`src/rtl/prog_loader_if.sv`:
```
// Boot-loader bus: start pulse, byte stream in, instruction-memory write port and status out.
// The loader attaches through the slave modport; the boot host / bench uses master.
interface prog_loader_if;
    logic        start;
    logic        rx_valid;
    logic [7:0]  rx_data;
    logic        rx_ready;
    logic        mem_we;
    logic [31:0] mem_addr;
    logic [31:0] mem_wdata;
    logic        busy;
    logic        done;
    logic        error;
    logic        cpu_hold;

    modport master (
        output start, rx_valid, rx_data,
        input  rx_ready, mem_we, mem_addr, mem_wdata, busy, done, error, cpu_hold
    );

    modport slave (
        input  start, rx_valid, rx_data,
        output rx_ready, mem_we, mem_addr, mem_wdata, busy, done, error, cpu_hold
    );
endinterface

```
`src/rtl/prog_loader.sv`:
```
// Program loader: receives a length-prefixed little-endian byte stream and writes it
// word by word into instruction memory while holding the CPU in reset.
module prog_loader #(
    parameter int unsigned DEPTH     = 512,
    parameter logic [31:0] BASE_ADDR = 32'h0000_0000
) (
    input  logic          clk,
    input  logic          rst,
    prog_loader_if.slave  bus
);

    localparam int unsigned IDX_W  = $clog2(DEPTH + 1);
    localparam int unsigned LEN_W  = 16;
    localparam int unsigned ADDR_W = 32;

    typedef enum logic [2:0] {
        IDLE,
        LEN_LO,
        LEN_HI,
        DATA,
        WRITE,
        DONE,
        ERR
    } state_t;

    state_t              state;
    logic [LEN_W-1:0]    len;
    logic [IDX_W-1:0]    idx;
    logic [1:0]          byte_cnt;
    logic [23:0]         word_lo;

    logic                rx_ready_q;
    logic                mem_we_q;
    logic [ADDR_W-1:0]   mem_addr_q;
    logic [31:0]         mem_wdata_q;
    logic                busy_q;
    logic                done_q;
    logic                error_q;
    logic                cpu_hold_q;

    logic                xfer_c;
    logic [LEN_W-1:0]    len_c;
    logic                len_bad_c;
    logic                last_word_c;

    assign xfer_c      = bus.rx_valid & rx_ready_q;
    assign len_c       = {bus.rx_data, len[7:0]};
    assign len_bad_c   = (len_c == '0) || (32'(len_c) > 32'(DEPTH));
    assign last_word_c = (LEN_W'(idx) == (len - LEN_W'(1)));

    // Session FSM with all outputs registered alongside the state transition.
    always_ff @(posedge clk) begin
        if (rst) begin
            state       <= IDLE;
            len         <= '0;
            idx         <= '0;
            byte_cnt    <= '0;
            word_lo     <= '0;
            rx_ready_q  <= 1'b0;
            mem_we_q    <= 1'b0;
            mem_addr_q  <= '0;
            mem_wdata_q <= '0;
            busy_q      <= 1'b0;
            done_q      <= 1'b0;
            error_q     <= 1'b0;
            cpu_hold_q  <= 1'b1;
        end else begin
            mem_we_q <= 1'b0;
            unique case (state)
                IDLE, DONE, ERR: begin
                    if (bus.start) begin
                        state      <= LEN_LO;
                        idx        <= '0;
                        byte_cnt   <= '0;
                        done_q     <= 1'b0;
                        error_q    <= 1'b0;
                        rx_ready_q <= 1'b1;
                        busy_q     <= 1'b1;
                        cpu_hold_q <= 1'b1;
                    end
                end

                LEN_LO: begin
                    if (xfer_c) begin
                        len[7:0] <= bus.rx_data;
                        state    <= LEN_HI;
                    end
                end

                LEN_HI: begin
                    if (xfer_c) begin
                        len[15:8] <= bus.rx_data;
                        if (len_bad_c) begin
                            state      <= ERR;
                            error_q    <= 1'b1;
                            rx_ready_q <= 1'b0;
                            busy_q     <= 1'b0;
                            cpu_hold_q <= 1'b1;
                        end else begin
                            state <= DATA;
                        end
                    end
                end

                DATA: begin
                    if (xfer_c) begin
                        byte_cnt <= byte_cnt + 2'd1;
                        unique case (byte_cnt)
                            2'd0: word_lo[7:0]   <= bus.rx_data;
                            2'd1: word_lo[15:8]  <= bus.rx_data;
                            2'd2: word_lo[23:16] <= bus.rx_data;
                            2'd3: begin
                                // Fourth byte goes straight to the write port so WRITE needs no extra cycle.
                                state       <= WRITE;
                                rx_ready_q  <= 1'b0;
                                mem_we_q    <= 1'b1;
                                mem_addr_q  <= BASE_ADDR + (ADDR_W'(idx) << 2);
                                mem_wdata_q <= {bus.rx_data, word_lo};
                            end
                            default: ;
                        endcase
                    end
                end

                WRITE: begin
                    idx <= idx + IDX_W'(1);
                    if (last_word_c) begin
                        state      <= DONE;
                        done_q     <= 1'b1;
                        busy_q     <= 1'b0;
                        cpu_hold_q <= 1'b0;
                    end else begin
                        state      <= DATA;
                        rx_ready_q <= 1'b1;
                    end
                end

                default: begin
                    state      <= IDLE;
                    rx_ready_q <= 1'b0;
                    busy_q     <= 1'b0;
                    cpu_hold_q <= 1'b1;
                end
            endcase
        end
    end

    assign bus.rx_ready  = rx_ready_q;
    assign bus.mem_we    = mem_we_q;
    assign bus.mem_addr  = mem_addr_q;
    assign bus.mem_wdata = mem_wdata_q;
    assign bus.busy      = busy_q;
    assign bus.done      = done_q;
    assign bus.error     = error_q;
    assign bus.cpu_hold  = cpu_hold_q;

endmodule

```
`src/flat_wrapper.sv`:
```
// flat-port wrapper written by rule: the top's interface ports become plain ports
module prog_loader_flat 
#(
    parameter int unsigned DEPTH     = 512,
    parameter logic [31:0] BASE_ADDR = 32'h0000_0000
)
  (clk, rst, bus_start, bus_rx_valid, bus_rx_data, bus_rx_ready, bus_mem_we, bus_mem_addr, bus_mem_wdata, bus_busy, bus_done, bus_error, bus_cpu_hold);
  prog_loader_if bus_i ();
  input  logic clk;
  input  logic rst;
  input wire logic [$bits(bus_i.start)-1:0] bus_start;
  input wire logic [$bits(bus_i.rx_valid)-1:0] bus_rx_valid;
  input wire logic [$bits(bus_i.rx_data)-1:0] bus_rx_data;
  output wire logic [$bits(bus_i.rx_ready)-1:0] bus_rx_ready;
  output wire logic [$bits(bus_i.mem_we)-1:0] bus_mem_we;
  output wire logic [$bits(bus_i.mem_addr)-1:0] bus_mem_addr;
  output wire logic [$bits(bus_i.mem_wdata)-1:0] bus_mem_wdata;
  output wire logic [$bits(bus_i.busy)-1:0] bus_busy;
  output wire logic [$bits(bus_i.done)-1:0] bus_done;
  output wire logic [$bits(bus_i.error)-1:0] bus_error;
  output wire logic [$bits(bus_i.cpu_hold)-1:0] bus_cpu_hold;
  assign bus_i.start = bus_start;
  assign bus_i.rx_valid = bus_rx_valid;
  assign bus_i.rx_data = bus_rx_data;
  assign bus_rx_ready = bus_i.rx_ready;
  assign bus_mem_we = bus_i.mem_we;
  assign bus_mem_addr = bus_i.mem_addr;
  assign bus_mem_wdata = bus_i.mem_wdata;
  assign bus_busy = bus_i.busy;
  assign bus_done = bus_i.done;
  assign bus_error = bus_i.error;
  assign bus_cpu_hold = bus_i.cpu_hold;
  prog_loader #(.DEPTH(DEPTH), .BASE_ADDR(BASE_ADDR)) u_core (.clk(clk), .rst(rst), .bus(bus_i));
endmodule
```
`config.mk`:
```
export PLATFORM = sky130hd
export DESIGN_NAME = prog_loader_flat
export DESIGN_NICKNAME = d
export VERILOG_FILES = /design/src/rtl/prog_loader_if.sv /design/src/rtl/prog_loader.sv /design/src/flat_wrapper.sv
export SDC_FILE = /design/constraint.sdc
export NUM_CORES = 1
export LEC_CHECK = 0
export ABC_AREA = 1
export ABC_CLOCK_PERIOD_IN_PS = 2400
export CAP_MARGIN = 25
export CORE_UTILIZATION = 50
export DETAILED_ROUTE_END_ITERATION = 6
export GPL_TIMING_DRIVEN = 0
export PLACE_DENSITY = 0.79
export SETUP_SLACK_MARGIN = 0.3
export SYNTH_ARGS = -nofsm -noshare
export SYNTH_HDL_FRONTEND = slang
export SYNTH_SLANG_ARGS = --single-unit
```
`constraint.sdc`:
```
create_clock -name clk -period 2.4 [get_ports clk]
set_clock_uncertainty 0.05 [all_clocks]
set_input_delay 0.48 -clock clk [delete_from_list [all_inputs] [get_ports clk]]
set_output_delay 0.48 -clock clk [all_outputs]
set_load 0.1 [all_outputs]
```
# Word-level counts from Yosys, hierarchy flattened
# Index checks and enable logic that the tools add are counted.
# classes
add_sub_neg	3
magnitude_cmp	1
eq_ne	18
muxes	30
n_bitwise	5
n_reduce_logical	23
# op_table
op	n
$mux 3	7
$pmux 10 s2	1
$reduce_and 3->1	6
$eq 10x16->1	1
$gt 16x10->1 const B	1
$logic_not 16->1	1
$sub 16x1->16 const B	1
$pmux 3 s5	1
$mux 1	12
$add 10x1->10 const B	1
$mux 10	1
$ne 2x1->1 const B	5
$reduce_and 5->1	2
$eq 3x3->1 const B	3
$pmux 1 s4	2
$reduce_and 7->1	1
$eq 3x2->1 const B	2
$ne 2x2->1 const B	3
$reduce_and 2->1	3
$reduce_bool 2->1	3
$reduce_or 3->1	2
$pmux 1 s5	1
$eq 2x2->1 const B	2
$mux 2	2
12 further kinds	16
# word_totals
register_bits	103
inputBits	12
wordCells	96

# Logic depth before layout (Yosys ltp)
# depth
depth_word	5
depth_mapped	15
depth_no_buf	15

# Least setup slack after synthesis
# OpenSTA, ideal clock, no wires.
# synth_path
path_type	reg-to-reg
start	reg u_core.rx_ready_q (netlist: u_core.bus.rx_ready)
end	reg u_core.mem_addr_q[11] (netlist: u_core.bus.mem_addr[11])
setup_time_ps	118
arrival_time_ps	2083
required_time_ps	2232
slack_ps	149
path_stages_with_launch	9
period_less_slack_ps	2251
path_cell_list	dfxtp_1 > nand2_1 > nor2_4 > inv_2 > nor2_4 > inv_2 > buf_2 > nor2_1 > nor2_1
# synth_via
elab_chain_len	2
# synth_rtl
item	line_no	rtl
start, declared	prog_loader.sv:32	logic rx_ready_q;
start signal, assigned	prog_loader.sv:59	rx_ready_q <= 1'b0;
start signal, assigned	prog_loader.sv:77	rx_ready_q <= 1'b1;
start signal, assigned	prog_loader.sv:96	rx_ready_q <= 1'b0;
$and 1x1->1	prog_loader.sv:46	assign xfer_c = bus.rx_valid & rx_ready_q;
$reduce_and 3->1 (no source line)	--	
end signal, assigned	prog_loader.sv:117	mem_addr_q <= BASE_ADDR + (ADDR_W'(idx) << 2);
end, declared	prog_loader.sv:34	logic [ADDR_W-1:0] mem_addr_q;
# Every way passes these cells.
# A chain may end at the register's enable or synchronous reset.

# Worst setup path in the final report
# layout_path
start	reg u_core.mem_wdata_q[4] (netlist: u_core.bus.mem_wdata[4])
end	out bus_mem_wdata[4]
# layout_lines
item	line_no	rtl
start, declared	prog_loader.sv:35	logic [31:0] mem_wdata_q;
start signal, assigned	prog_loader.sv:118	mem_wdata_q <= {bus.rx_data, word_lo};
end, declared	flat_wrapper.sv:17	output wire logic [$bits(bus_i.mem_wdata)-1:0] bus_mem_wdata;
# No word-level cell between the ends.

==> results.yml <==
critical_path:
  rr_endpoint: "u_core.bus.rx_ready"
  cp-start-kind: "flop"
  cpLargestDelayFamily: "buffers and inverters"
  r2r_start: "u_core.len[0]"
  crit_chain: "clkdlybuf4s15_1"
  critPathKind: "reg -> out"
  slowest_stage: "clkdlybuf4s15_1"
  path_max_fanout: 2
  r2r_cells: 11
  cpPeakStageDelay_ns: 0.83
  cp.arrival_ns: 1.54
  critPathRequiredTime_ns: 1.87
  crit_buf_inv: 1
  critPathCaptureType: "output pin"
  r2r_setup_slack_ns: 0.46
synthesis:
  yosysUniqueCellTypes: 33
  ys.flop_type: "dfxtp_1"
  synth_edf_count: 0
  synth_area_um2: 4790
  ys_seq_elements: 103
  netlist_instances: 670
  async_reset_ff_share_pct: 0
  ys_seq_area_share_pct: 43.0
  syn_avg_cell_area_um2: 7.15
  yosysWarningCount: 0
floorplanning:
  dieWidth_um: 99.9
  start_util_pct: 51.8
  die_area_um2: 9980
  ios: 82
  rows: 35
  coreArea_um2: 9240
  die_h_um: 99.9
min_path:
  hold_depth: 2
  worstHoldStart: "u_core.bus.cpu_hold"
  hold_path_class: "reg -> reg"
  min_to: "u_core.bus.cpu_hold"
sta:
  fin_ws_ns: 0.329
  slew_violations: 0
  worst_pin_slew_ns: 0.957
  fmax_mhz: 483
  fin_crit_sh_pct: 86.3
  grt_setup_unrepaired: "yes"
  slew_headroom_pct: 36.5
  setup_viol: 0
  finalHoldViolations: 0
  fin_crit_ns: 2.07
  finalSetupTns_ns: 0
cts:
  htree_levels: 3
  cts.clk_slew.worst_paths_ns: 0.10
  ctsRootBufferMaster: "clkbuf_8"
  cts_buffers: 9
  clock_latency_ns: 0.37
  ctsHoldBuffers: 0
  cts_tree: "done"
  max-clock-path-buffers: 2
  clkSinkCount: 103
routing:
  drc: 0
  drt-total-wl_um: 12300
  num_vias: 4609
  dr.pass1.iters: 6
  ant_nets: 0
  first_iter_violations: 346
  via_per_inst: 5.14
  wl_per_cell_um: 13.8
placed_design:
  io_buffers: 58
  place_congestion: 0.907
  dp.final_hpwl_um: 9130
  pre_cts_ws_ns: 0.149
power_and_ir_drop:
  power.leakage_uw: 0.00265
  finalPower_uw: 4590
  ir_drop_mv: 0.561
  powerDensity_nw_per_um2: 806
grt:
  grt_max_degree: 20
  grt_pass1_wl_um: 19800
  grt.total_usage_pct: 25.1
  grt_pass1_vias: 4208
  grt_overflow_total: 0
  antenna_found_initial: 0
finish:
  nets: 780
  layout-drive-gt1-share_pct: 19.0
  antenna_cells: 0
  final_cell_mix: "nor2_1, nand2_1, dfxtp_1"
  layout_commonest_cell: "nor2_1"
  syn_to_final_growth_pct: 18.9
outcome:
  status: "finished, final reports clean"
job:
  timing.max_cap.violations: 0
[metal layers]
metal / global-route usage [%] / wire (um)
met1: 31.7 / 5410
met4: 10.3 / 244
met3: 3.55 / 632
met5: 0 / 0
met2: 42.9 / 6050
[flip-flops by register name (all words and copies together), names as in the netlist, 2 cells and up]
register              flops
u_core.bus.mem_addr      10
u_core.bus.mem_wdata     32
u_core.byte_cnt           2
u_core.idx               10
u_core.len               16
u_core.state              3
u_core.word_lo           24
[power breakdown]
part           internal, uW  switching, uW  total, uW  leakage (uW)
logic                   474           1160       1630       0.00173
clock network           403            662       1060     0.0000914
registers              1800           90.5       1890      0.000835
[repair_timing]
item	CTS	global route
endpoints found under the setup margin	48	45
buffers inserted	0	2
gates resized for setup	91	67
pin swaps	0	2
[final cells by class]
type | instances | area, um2
Fill cell | 823 | 3540
Multi-Input combinational cell | 483 | 2360
Sequential cell | 103 | 2070
Timing Repair Buffer | 60 | 419
Buffer | 46 | 272
Inverter | 59 | 224
Tap cell | 129 | 161
Clock buffer | 9 | 124
Clock inverter | 7 | 66.3
[cells by family after synthesis]
| kind of cell | synth area share (%) |
|---|---|
| xor+xnor | 1.10 |
| other cells | 0.0783 |
| flops | 43.0 |
| buf+inv | 10.3 |
| compound gates | 17.4 |
| fa+ha+maj | 1.57 |
| simple gates | 26.6 |
[cell usage after synthesis, types with 3 or more instances]
master,count,share of area [%]
a211oi_1,5,0.78
a21oi_1,57,6.0
a221oi_1,3,0.55
buf_2,13,1.4
buf_4,22,3.4
clkbuf_1,10,0.78
dfxtp_1,103,43
ha_1,6,1.6
inv_1,51,4.0
inv_2,7,0.55
nand2_1,96,7.5
nand2_2,5,0.65
nand3_1,21,2.2
nand3b_1,4,0.63
nand4_1,4,0.52
nor2_1,130,10
nor2_2,9,1.2
nor2_4,7,1.6
nor3_1,5,0.52
o21ai_0,91,9.5
xnor2_1,3,0.55
xor2_1,3,0.55
[per-stage QoR]
step / std cells / hold WS, ns / util, % / instance area (um2)
2_1_floorplan: 691 / 0.398 / - / 4870
3_3_place_gp: 878 / 0.401 / 60.7 / 5610
3_5_place_dp: 878 / 0.394 / 60.7 / 5610
4_1_cts: 894 / 0.416 / 62.7 / 5800
5_1_grt: 896 / 0.437 / 61.7 / 5700
6_report: 896 / 0.418 / 61.7 / 5700
[how the worst max path moves through the flow]
stage,to,slack (ns),cells past startpoint,start
detailed placement,u_core.bus.rx_ready,0.15,9,bus_rx_data[5]
CTS,bus_mem_wdata[1],0.25,1,u_core.bus.mem_wdata[1]
global placement,u_core.bus.rx_ready,0.17,10,bus_rx_data[2]
finish,bus_mem_wdata[4],0.33,1,u_core.bus.mem_wdata[4]
floorplan,u_core.bus.mem_addr[11],0.55,8,u_core.bus.rx_ready
global route,u_core.bus.rx_ready,0.29,13,u_core.len[7]
[worst reg2reg max path, delay by kind of cell, from the launching register on]
kind                       cells  cell delay, ns
adders and majority gates      1            0.17
buffers and inverters          1            0.08
DFF                            1            0.36
and+or+nand+nor                9            1.18
Power figures use the tool's default switching activity.
